**config.mk**
```make
export PLATFORM = sky130hd
export DESIGN_NAME = instr_fetch
export DESIGN_NICKNAME = d
export VERILOG_FILES = /design/src/rtl/instr_fetch_pkg.sv /design/src/rtl/instr_fetch_timeout_counter.sv /design/src/rtl/instr_fetch.sv
export SDC_FILE = /design/constraint.sdc
export NUM_CORES = 1
export LEC_CHECK = 0
export BUFFER_PORTS_ARGS = -buffer_cell sky130_fd_sc_hd__buf_2
export CAP_MARGIN = 5
export CORE_MARGIN = 4
export CORE_UTILIZATION = 41
export CTS_CLUSTER_DIAMETER = 60
export DETAILED_ROUTE_END_ITERATION = 10
export PLACE_DENSITY = 0.74
export SKIP_CTS_REPAIR_TIMING = 1
export SYNTH_ARGS = -nofsm -noshare
export SYNTH_HDL_FRONTEND = slang
export SYNTH_HIERARCHICAL = 1
export SYNTH_SLANG_ARGS = --single-unit
```
**constraint.sdc**
```tcl
create_clock -name clock -period 1.55 [get_ports clock]
set_input_delay 0.31 -clock clock [delete_from_list [all_inputs] [get_ports clock]]
set_output_delay 0.31 -clock clock [all_outputs]
set_load 0.01 [all_outputs]
```
**src/rtl/instr_fetch_pkg.sv**
```systemverilog
// instr_fetch_pkg: fetch state encodings and datapath-wide default sizes
`ifndef INSTR_FETCH_PKG_SV
`define INSTR_FETCH_PKG_SV
package instr_fetch_pkg;
  localparam int DEF_DATA_WIDTH = 16;
  localparam int DEF_TIMEOUT_CYCLES = 15;
  localparam int DEF_TIMEOUT_WIDTH = 4;
  typedef enum logic [1:0] {
    IDLE = 2'b00,
    ADDR = 2'b01,
    READ = 2'b10,
    FULL = 2'b11
  } fetch_state_t;
endpackage
`endif

```
**src/rtl/instr_fetch_timeout_counter.sv**
```systemverilog
// fetch_timeout_counter: saturating READ-cycle counter, expired marks the final allowed cycle
module fetch_timeout_counter #(
  parameter int TIMEOUT_WIDTH = 4,
  parameter int TIMEOUT_CYCLES = 15
) (
  input  logic clock,
  input  logic reset,
  input  logic clear,
  input  logic enable,
  output logic expired
);
  localparam logic [TIMEOUT_WIDTH-1:0] LAST = TIMEOUT_WIDTH'(TIMEOUT_CYCLES - 1);
  logic [TIMEOUT_WIDTH-1:0] count;
  assign expired = count >= LAST;
  always_ff @(posedge clock)
    count <= (reset || clear) ? '0 : (enable && count != '1) ? count + 1'b1 : count;
endmodule

```
**src/rtl/instr_fetch.sv**
```systemverilog
// instr_fetch: PC-to-memory fetch sequencer holding one instruction until the decoder acks it
module instr_fetch
  import instr_fetch_pkg::*;
#(
  parameter int DATA_WIDTH = DEF_DATA_WIDTH,
  parameter int TIMEOUT_CYCLES = DEF_TIMEOUT_CYCLES,
  parameter int TIMEOUT_WIDTH = DEF_TIMEOUT_WIDTH
) (
  input  logic                  clock,
  input  logic                  reset,
  input  logic                  fetch_req,
  input  logic                  abort,
  input  logic [DATA_WIDTH-1:0] pc_in,
  output logic                  pc_oe_n,
  output logic                  pc_inc,
  output logic [DATA_WIDTH-1:0] mem_addr,
  output logic                  mem_rd,
  input  logic                  mem_ready,
  input  logic [DATA_WIDTH-1:0] mem_data,
  output logic [DATA_WIDTH-1:0] ir_out,
  output logic                  ir_valid,
  input  logic                  ir_ack,
  output logic                  busy,
  output logic                  timeout_err
);
  fetch_state_t state;
  logic expired;
  assign pc_oe_n = state != ADDR;
  assign mem_rd = state == READ;
  assign busy = state == ADDR || state == READ;
  assign ir_valid = state == FULL;
  // zero the count in the same edge that leaves READ so it never lingers
  fetch_timeout_counter #(
    .TIMEOUT_WIDTH(TIMEOUT_WIDTH),
    .TIMEOUT_CYCLES(TIMEOUT_CYCLES)
  ) u_timeout (
    .clock(clock),
    .reset(reset),
    .clear(state != READ || abort || mem_ready || expired),
    .enable(state == READ),
    .expired(expired)
  );
  always_ff @(posedge clock) begin
    if (reset) begin
      state <= IDLE;
      pc_inc <= 1'b0;
      mem_addr <= '0;
      ir_out <= '0;
      timeout_err <= 1'b0;
    end else begin
      pc_inc <= 1'b0;
      case (state)
        IDLE: if (fetch_req) begin
          state <= ADDR;
          timeout_err <= 1'b0;
        end
        ADDR: begin
          state <= abort ? IDLE : READ;
          if (!abort) mem_addr <= pc_in;
        end
        READ: if (abort) state <= IDLE;
        else if (mem_ready) begin
          state <= FULL;
          ir_out <= mem_data;
          pc_inc <= 1'b1;
        end else if (expired) begin
          state <= IDLE;
          timeout_err <= 1'b1;
        end
        FULL: if (abort || ir_ack) state <= (!abort && fetch_req) ? ADDR : IDLE;
      endcase
    end
  end
endmodule
```
==> reports/qor.tcl, run 1 <==
set qor(final_core_util_pct) 65.26
set qor(vias_after_detailed_routing) 1665
set qor(violations) {setup timing}
set qor(clockRootBuffer) {clkbuf_8}
set qor(timing_worst_setup_path_type) {reg -> reg}
set qor(globalRouteOverflowTotal) 0
set qor(netlist_top_cells_count) {nand2_1, dfxtp_1, a21oi_1, ha_1, inv_1}
set qor(synth.most_common_cell) {nand2_1}
set qor(rsz0062_at_grt) {true}
set qor(report.final.setup_viol) 6
set qor(async_reset_ff_share_pct) 0
set qor(max-vdd-ir-drop_v) 0.0004227
set qor(final-hold-violation-count) 0
set qor(synth_seq_area_share_pct) 48.34
set qor(wire_length_of_the_first_global_routing_pass_mm) 6.582
set qor(drive_gt1_share_pct) 45.52
set qor(yosys-top-cells-area) {dfxtp_1, nand2_1, a21oi_1}
set qor(port-buffer-count) 75
set qor(hpwlAfterDp_mm) 2.969
set qor(finalMaxSlewViolations) 0
set qor(worst_hold_class) {in -> reg}
set qor(synth.distinct_cells) 34
set qor(drt_pass1_iterations) 4
set qor(drv_cap) 0
set qor(core_mm2) 0.003771
set qor(transition_time_at_the_pin_with_the_least_slew_margin_ns) 0.5064
set qor(skew_ns) 0.006411
set qor(route.detailed.drc) 0
set qor(initial_core_util_pct) 43.93
set qor(synthCells) 197
set qor(final_nets) 334
set qor(insertedDiodeCount) 0
set qor(die-height_um) 71.57
set qor(postSynthNetCount) 242
set qor(max-clock-path-buffers) 2
set qor(outcome) {complete, but fails checks}
set qor(slew_headroom_pct) 66.24
set qor(worstSetupEndpointType) {register}
set qor(clock_sink_count) 40
set qor(tritoncts.num_buffers) 5
set qor(cts_tree) {yes}
set qor(powerDensity_mw_per_mm2) 843.4
set qor(last_weighted_congestion_value_of_the_routability_driven_placer) 0.8432
set qor(grt_antenna_before_repair) 0
set qor(critical_path.startpoint_type) {register}
set qor(power.static_leakage_nw) 1.086
set qor(critPathMaxFanout) 2
set qor(final.period_utilization_pct) 110.7
set qor(io_pins) 76
set qor(clkTransAtPathRegs_ns) 0.08
set qor(routed_wl_mm) 4.293
set qor(pin_count_of_the_biggest_net_entering_global_routing) 23
set qor(drt-wirelength-per-cell_um) 12.70
set qor(detail_route.vias_per_cell) 4.926
set qor(yosys.area.top_type_share_pct) 48.34
set qor(syn_to_final_growth_pct) 48.56
set qor(first_iter_violations) 62
set qor(design.die.area_mm2) 0.005122
set qor(post-route-min-period_ns) 1.716
set qor(die-width_um) 71.57
set qor(final.setup.tns_ns) -0.5472
set qor(row_count) 22
set qor(setup_ws_ns) -0.1662
set qor(synthDominantAreaCellType) {dfxtp_1}
set qor(global_route.usage.total_pct) 15.63
set qor(critical_path_required_ns) 1.72
set qor(synthesis.yosys.warnings) 6
set qor(fmaxAchievable_ghz) 0.5827
set qor(critical_path_arrival_ns) 1.89
set qor(vias_in_the_first_global_route) 1508
set qor(post_synth.cell_area_avg_um2) 8.409
set qor(clock_network_latency_to_the_later_pin_of_the_worst_skew_pair_ns) 0.28
set qor(drt.antenna.violating_nets) 0
set qor(ys_ff_latch) 40
set qor(synth_enable_flop_cells) 0
set qor(mappedNetlistArea_mm2) 0.001657
set qor(ys_dominant_reg_cell) {dfxtp_1}
set qor(htree_levels) 2
==> sequential cells by signal, summed over array words and instances (netlist names) <==
register / count
u_timeout/count: 4
mem_addr: 16
ir_out: 16
pc_inc: 1
timeout_err: 1
state: 2
==> logic make-up (layout without fill, tap and decap cells) <==
group | count (synthesis) | count (layout) | share of synthesized area (%)
DFF | 40 | 40 | 48.34
buffers and inverters | 19 | 112 | 5.438
and+or+nand+nor | 86 | 86 | 23.87
adders and majority gates | 7 | 7 | 5.287
AOI/OAI and AO/OA | 45 | 45 | 17.07
==> per-layer routing <==
metal | track usage, % | vias up | share of wire (%)
met5 | 0 | - | 0
met3 | 3.086 | 2 | 7.7
met2 | 27.04 | 64 | 48
met4 | 5.010 | 0 | 0.70
li1 | - | 846 | -
met1 | 19.43 | 753 | 43
==> path summary, 6_finish.rpt <==
check                           from           to  slack (ns)  cells after the start
setup reg to reg  u_timeout/count[0]     state[0]       -0.17                      7
hold reg to reg            ir_out[1]    ir_out[1]        0.45                      2
setup / recovery  u_timeout/count[0]     state[0]       -0.17                      7
hold / removal              pc_in[6]  mem_addr[6]        0.26                      3
==> worst max-delay path: stages (launching register included) <==
cell and delay (ns):
dfxtp_2 0.34, inv_2 0.05, ha_4 0.15, o211a_4 0.24, nor4b_4 0.33, buf_4 0.18, nor3_2 0.05, o221a_1 0.26
==> layout by cell type (no fill, tap or decap), types with 2 or more instances in the layout <==
cell	count
nor2_1	2
nand2_1	64
a2111oi_2	2
clkbuf_8	6
buf_6	4
inv_1	3
ha_4	3
nand2b_1	2
buf_4	18
dfxtp_1	37
a21oi_1	35
nor3_2	2
inv_2	3
ha_1	2
buf_2	73
buf_12	2
ha_2	2
dfxtp_2	3
==> layout make-up <==
class	count	area, um^2
clock inverters	1	7.507
inverters	7	28.78
clock buffers	7	86.33
flip-flops and latches	40	804.5
fillers	345	1310
repair buffers	97	585.6
well taps	48	60.06
multi-input cells	138	888.4
==> stage by stage <==
stage | area, um^2 | hold slack, ns | total power [mW] | setup WS, ns | cells
floorplan | 1660 | 0.3864 | 1.227 | -0.04362 | 197
CTS | 2256 | 0.2451 | 2.052 | -0.2458 | 330
global placement | 2162 | 0.4389 | 1.350 | -0.1591 | 322
global route | 2461 | 0.2487 | 2.181 | -0.2332 | 338
finish | 2461 | 0.2590 | 2.076 | -0.1662 | 338
detailed placement | 2162 | 0.4443 | 1.352 | -0.2100 | 322
==> where the power goes <==
group | internal [mW] | leakage (nW) | switching, mW | total, mW
Clock | 0.361 | 0.0445 | 0.330 | 0.692
Combinational | 0.156 | 0.717 | 0.158 | 0.314
Sequential | 1.06 | 0.325 | 0.0134 | 1.07
Total | 1.57 | 1.09 | 0.502 | 2.08
Note: power is estimated with default switching activity, not from simulation.
==> run 2, diff against run 1 <==
--- a/config.mk
+++ b/config.mk
@@ -8,10 +8,10 @@
 export BUFFER_PORTS_ARGS = -buffer_cell sky130_fd_sc_hd__buf_2
 export CAP_MARGIN = 5
 export CORE_MARGIN = 4
-export CORE_UTILIZATION = 41
+export CORE_UTILIZATION = 49
 export CTS_CLUSTER_DIAMETER = 60
 export DETAILED_ROUTE_END_ITERATION = 10
-export PLACE_DENSITY = 0.74
+export PLACE_DENSITY = 0.83
 export SKIP_CTS_REPAIR_TIMING = 1
 export SYNTH_ARGS = -nofsm -noshare
 export SYNTH_HDL_FRONTEND = slang
==> constraint.sdc (replaced) <==
create_clock -name clock -period 2 [get_ports clock]
set_input_delay 0.4 -clock clock [delete_from_list [all_inputs] [get_ports clock]]
set_output_delay 0.4 -clock clock [all_outputs]
set_load 0.01 [all_outputs]
==> run 2 against run 1 <==
- highest routed layer unchanged
- combinational power is 43% lower
- die area is 15% lower
- largest cell class is now flip-flops and latches
- critical endpoint is now mem_rd
- via count is 7.2% lower
- critical path depth is 4 lower
- design area is 13% lower
- register-to-register slack better by 0.34 ns
- the run now ends clean
==> reports/qor.tcl, run 2 (same netlist as run 1, synthesis figures left out) <==
set qor(fmaxAchievable_ghz) 0.5327
set qor(core_mm2) 0.003153 ;# -16%
set qor(io_pins) 76 ;# unchanged
set qor(critical_path_arrival_ns) 1.48 ;# -0.41 ns
set qor(cts_tree) {yes}
set qor(clkTransAtPathRegs_ns) 0.11 ;# +0.03 ns
set qor(clock_network_latency_to_the_later_pin_of_the_worst_skew_pair_ns) 0.33 ;# +0.05 ns
set qor(routed_wl_mm) 3.721 ;# -13%
set qor(post-route-min-period_ns) 1.877
set qor(switchingPower_mw) 0.3569 ;# -29%
set qor(initial_core_util_pct) 52.54 ;# +8.6 points
set qor(htree_levels) 2 ;# unchanged
set qor(first_iter_violations) 53 ;# -15%
set qor(critical_path_required_ns) 1.60 ;# -0.12 ns
set qor(detail_route.vias_per_cell) 4.874 ;# -1.1%
set qor(max-clock-path-buffers) 2 ;# unchanged
set qor(timing.hold.worst.start) {mem_data[7]}
set qor(vias_after_detailed_routing) 1545 ;# -7.2%
set qor(last_weighted_congestion_value_of_the_routability_driven_placer) 0.7622 ;# -9.6%
set qor(syn_to_final_growth_pct) 29.00
set qor(setup.worst_path.start) {state[0]}
set qor(cellInternalPower_mw) 1.160 ;# -26%
set qor(transition_time_at_the_pin_with_the_least_slew_margin_ns) 0.5816 ;# +0.07518 ns
set qor(die-width_um) 66.15 ;# -7.6%
set qor(global_route.usage.total_pct) 18.01 ;# +2.4 points
set qor(pin_count_of_the_biggest_net_entering_global_routing) 30 ;# +30%
set qor(route.detailed.drc) 0 ;# unchanged
set qor(critical_path.startpoint_type) {register}
set qor(tritoncts.num_buffers) 5 ;# unchanged
set qor(powerDensity_mw_per_mm2) 709.6 ;# -16%
set qor(drt.antenna.violating_nets) 0 ;# unchanged
set qor(globalRouteOverflowTotal) 0 ;# unchanged
set qor(sw_frac_of_total_pct) 23.53 ;# -0.65 points
set qor(drt-wirelength-per-cell_um) 11.74 ;# -7.6%
set qor(clockRootBuffer) {clkbuf_4}
set qor(critPathMaxFanout) 13 ;# +11
set qor(largest_registers) {ir_out (16), mem_addr (16), u_timeout/count (4)}
set qor(wire_length_of_the_first_global_routing_pass_mm) 6.085 ;# -7.6%
set qor(skew_ns) 0.003020 ;# -0.003390 ns
set qor(outcome) {completed}
set qor(share_seq_of_total_power_pct) 54.7 ;# +3.2 points
set qor(layout.cells.most_common_list) {buf_2, nand2_1, dfxtp_1}
set qor(slew_headroom_pct) 61.22 ;# -5.0 points
set qor(hpwlAfterDp_mm) 2.751 ;# -7.3%
set qor(insertedDiodeCount) 0 ;# unchanged
set qor(max-vdd-ir-drop_v) 0.0005174 ;# +22%
set qor(worst_hold_class) {in -> reg}
set qor(layout_commonest_cell) {buf_2}
set qor(row_count) 20 ;# -9.1%
set qor(final_nets) 317 ;# -5.1%
set qor(clock_network_fraction_of_total_power_pct) 33.5 ;# +0.2 points
set qor(final-hold-violation-count) 0 ;# unchanged
set qor(finalMaxSlewViolations) 0 ;# unchanged
set qor(rsz0062_at_grt) {false}
set qor(design_power_total_mw) 1.516 ;# -27%
set qor(drv_cap) 0 ;# unchanged
set qor(drive_gt1_share_pct) 34.43 ;# -11 points
set qor(p_comb_share_pct) 11.8 ;# -3.3 points
set qor(die-height_um) 66.15 ;# -7.6%
set qor(power.static_leakage_nw) 0.9695 ;# -11%
set qor(final.setup.tns_ns) 0 ;# +0.5472 ns
set qor(port-buffer-count) 75 ;# unchanged
set qor(fill_cells) 285 ;# -17%
set qor(grt_antenna_before_repair) 0 ;# unchanged
set qor(design.die.area_mm2) 0.004375 ;# -15%
set qor(report.final.setup_viol) 0 ;# -6
set qor(clock_sink_count) 40 ;# unchanged
set qor(timing_worst_setup_path_type) {reg -> out}
set qor(vias_in_the_first_global_route) 1464 ;# -2.9%
set qor(crit-reg2reg-launch) {u_timeout/count[0]}
set qor(final.period_utilization_pct) 93.87
set qor(worstSetupEndpointType) {output pin}
set qor(drt_pass1_iterations) 4 ;# unchanged
-- run 2: cell count changes in the layout (fill, tap and decap cells not counted), sizes merged --
cell	previous run	this run
clkbuf	7	6
buf	97	80
bufinv	0	1
clkinvlp	1	0
clkinv	0	1
-- run 2: metal layers --
metal / track usage, % / share of wire [%] / vias up
li1: - / - / 810
met1: 20.57 / 42 / 684
met2: 31.35 / 50 / 49
met3: 4.252 / 7.8 / 2
met4: 8.376 / 0.81 / 0
met5: 0 / 0 / -
-- run 2: path summary, 6_finish.rpt --
kind / to / slack, ns / cells after the start
setup / recovery: mem_rd / 0.12 / 3
hold / removal: ir_out[7] / 0.29 / 3
setup reg to reg: u_timeout/count[0] / 0.17 / 7
hold reg to reg: ir_out[1] / 0.46 / 2
-- run 2: area by class of cell --
cell class                      instances  area (um^2)  area share [%]
Timing Repair Buffer                   80        412.9           19.32
Clock inverter                          2        35.03           1.639
Sequential cell                        40        800.8           37.47
Multi-Input combinational cell        138        765.7           35.83
Clock buffer                            6        41.29           1.932
Inverter                                7        26.28           1.230
Tap cell                               44        55.05           2.576
-- run 2: through the flow --
step | instance area (um^2) | instances | utilization, % | worst slack (ns) | hold slack (ns)
finish | 2137 | 317 | 67.78 | 0.1226 | 0.2864
global route | 2137 | 317 | 67.78 | 0.01865 | 0.2615
CTS | 2137 | 317 | 67.78 | 0.1120 | 0.2627
detailed placement | 2061 | 309 | 65.36 | 0.1980 | 0.4430
global placement | 2061 | 309 | 65.36 | 0.2354 | 0.4386
floorplan | 1657 | 197 | - | 0.3283 | 0.4764
-- run 2: critical path, cell delays in order (launching register included) --
cell and delay, ns:
dfxtp_1 0.36, inv_1 0.11, ha_1 0.46, buf_2 0.22
-- run 2: power by group through the flow --
stage,Sequential (mW),Combinational [mW],Clock (mW)
floorplan,0.857,0.0943,0
global placement,0.848,0.179,0
detailed placement,0.848,0.181,0
CTS,0.830,0.182,0.528
global route,0.833,0.203,0.557
finish,0.830,0.179,0.507
==> run 3, diff against run 2 <==
--- a/config.mk
+++ b/config.mk
@@ -11,6 +11,7 @@
 export CORE_UTILIZATION = 49
 export CTS_CLUSTER_DIAMETER = 60
 export DETAILED_ROUTE_END_ITERATION = 10
+export MAX_ROUTING_LAYER = met4
 export PLACE_DENSITY = 0.83
 export SKIP_CTS_REPAIR_TIMING = 1
 export SYNTH_ARGS = -nofsm -noshare
==> run 3 against run 2 <==
- critical path type unchanged
- combinational power about the same
- largest power group unchanged
- setup slack got worse by 0.0087 ns
- clock skew grew 0.0014 ns
==> reports/qor.tcl, run 3 (same netlist as run 1, synthesis figures left out) <==
set qor(outcome) {completed}
set qor(final_core_util_pct) 67.78 ;# unchanged
set qor(skew_ns) 0.004435 ;# +0.001415 ns
set qor(insertedDiodeCount) 0 ;# unchanged
set qor(post-place-ws_ns) 0.1980 ;# unchanged
set qor(critPathMaxFanout) 13 ;# unchanged
set qor(final_nets) 317 ;# unchanged
set qor(core_mm2) 0.003153 ;# unchanged
set qor(tritoncts.num_buffers) 5 ;# unchanged
set qor(report.final.setup_viol) 0 ;# unchanged
set qor(worstSetupEndpointType) {output pin}
set qor(max-clock-path-buffers) 2 ;# unchanged
set qor(power.static_leakage_nw) 0.9695 ;# unchanged
set qor(clockRootBuffer) {clkbuf_4}
set qor(timing_worst_setup_path_type) {reg -> out}
set qor(final.period_utilization_pct) 94.30 ;# +0.43 points
set qor(hold_slack_ns) 0.2850 ;# -0.001404 ns
set qor(initial_core_util_pct) 52.54 ;# unchanged
set qor(rsz0062_at_grt) {false}
set qor(worst_hold_class) {in -> reg}
set qor(globalRouteOverflowTotal) 0 ;# unchanged
set qor(critical_path_required_ns) 1.60 ;# about the same
set qor(final_design_area_no_fill_mm2) 0.002137 ;# unchanged
set qor(syn_to_final_growth_pct) 29.00 ;# unchanged
set qor(post-route-min-period_ns) 1.886 ;# +0.008658 ns
set qor(route.detailed.drc) 0 ;# unchanged
set qor(finalMaxSlewViolations) 0 ;# unchanged
set qor(global_route.usage.total_pct) 18.48 ;# +0.47 points
set qor(htree_levels) 2 ;# unchanged
set qor(routed_wl_mm) 3.732 ;# +0.30%
set qor(wire_length_of_the_first_global_routing_pass_mm) 6.078 ;# -0.12%
set qor(drive_gt1_share_pct) 34.43 ;# unchanged
set qor(clkTransAtPathRegs_ns) 0.11 ;# about the same
set qor(drt.antenna.violating_nets) 0 ;# unchanged
set qor(layout.cells.most_common_list) {buf_2, nand2_1, dfxtp_1}
set qor(placement.cell_area_mm2) 0.002061 ;# unchanged
set qor(max-vdd-ir-drop_v) 0.0005224 ;# +0.96%
set qor(design.die.area_mm2) 0.004375 ;# unchanged
set qor(drt-wirelength-per-cell_um) 11.77 ;# +0.30%
set qor(critical_path.startpoint_type) {register}
set qor(grt_antenna_before_repair) 0 ;# unchanged
set qor(detail_route.vias_per_cell) 4.858 ;# -0.32%
set qor(drv_cap) 0 ;# unchanged
set qor(largest_registers) {ir_out (16), mem_addr (16), u_timeout/count (4)}
set qor(setup_ws_ns) 0.1140 ;# -0.008658 ns
set qor(die-height_um) 66.15 ;# unchanged
set qor(row_count) 20 ;# unchanged
set qor(slew_headroom_pct) 60.93 ;# -0.29 points
set qor(vias_after_detailed_routing) 1540 ;# -0.32%
set qor(clock_sink_count) 40 ;# unchanged
set qor(clock_network_latency_to_the_later_pin_of_the_worst_skew_pair_ns) 0.34 ;# about the same
set qor(transition_time_at_the_pin_with_the_least_slew_margin_ns) 0.5860 ;# +0.004396 ns
set qor(final.setup.tns_ns) 0 ;# unchanged
set qor(port-buffer-count) 75 ;# unchanged
set qor(io_pins) 76 ;# unchanged
set qor(fmaxAchievable_ghz) 0.5302 ;# -0.46%
set qor(hpwlAfterDp_mm) 2.751 ;# unchanged
set qor(fill_cells) 285 ;# unchanged
set qor(critical_path_arrival_ns) 1.49 ;# about the same
set qor(last_weighted_congestion_value_of_the_routability_driven_placer) 0.7723 ;# +1.3%
set qor(first_iter_violations) 65 ;# +23%
set qor(cts_tree) {yes}
set qor(pin_count_of_the_biggest_net_entering_global_routing) 30 ;# unchanged
set qor(die-width_um) 66.15 ;# unchanged
set qor(drt_pass1_iterations) 4 ;# unchanged
set qor(powerDensity_mw_per_mm2) 711.4 ;# +0.25%
set qor(vias_in_the_first_global_route) 1466 ;# +0.14%
set qor(layout_commonest_cell) {buf_2}
set qor(final-hold-violation-count) 0 ;# unchanged
==> run 3: cell counts in the layout (fill, tap and decap cells not counted) <==
No cell type changed its count.
==> run 3: critical path: stages (launching register included) <==
cell,delay [ns]
dfxtp_1,0.36
inv_1,0.11
ha_1,0.46
buf_2,0.22
==> run 3: layout make-up <==
cell class | count | area (um^2) | share of cell area, %
Multi-Input combinational cell | 138 | 765.7 | 35.83
Sequential cell | 40 | 800.8 | 37.47
Clock buffer | 6 | 41.29 | 1.932
Inverter | 7 | 26.28 | 1.230
Tap cell | 44 | 55.05 | 2.576
Clock inverter | 2 | 35.03 | 1.639
Timing Repair Buffer | 80 | 412.9 | 19.32
==> run 3: per-stage QoR <==
| stage | power [mW] | std cells |
|---|---|---|
| global route | 1.593 | 317 |
| finish | 1.520 | 317 |
| floorplan | 0.9509 | 197 |
| detailed placement | 1.029 | 309 |
| CTS | 1.540 | 317 |
| global placement | 1.026 | 309 |
==> run 3: layer usage <==
metal,global-route usage [%],part of all wire [%]
met1,20.89,42
met2,31.35,50
met3,3.741,7.1
met4,8.376,0.80
met5,-,0
==> run 3: where the power goes <==
group,leakage (nW),total [mW],internal (mW),switching [mW]
Combinational,0.604,0.179,0.0793,0.100
Clock,0.0422,0.511,0.262,0.249
Sequential,0.324,0.830,0.818,0.0117
Total,0.969,1.52,1.16,0.361
==> run 3: final timing paths <==
kind,end,cells past startpoint,slack (ns),from
worst min-delay path,ir_out[10],3,0.29,mem_data[10]
worst max-delay path,mem_rd,3,0.11,state[0]
worst min register to register,ir_out[1],2,0.46,ir_out[1]
worst max register to register,u_timeout/count[0],7,0.18,u_timeout/count[0]
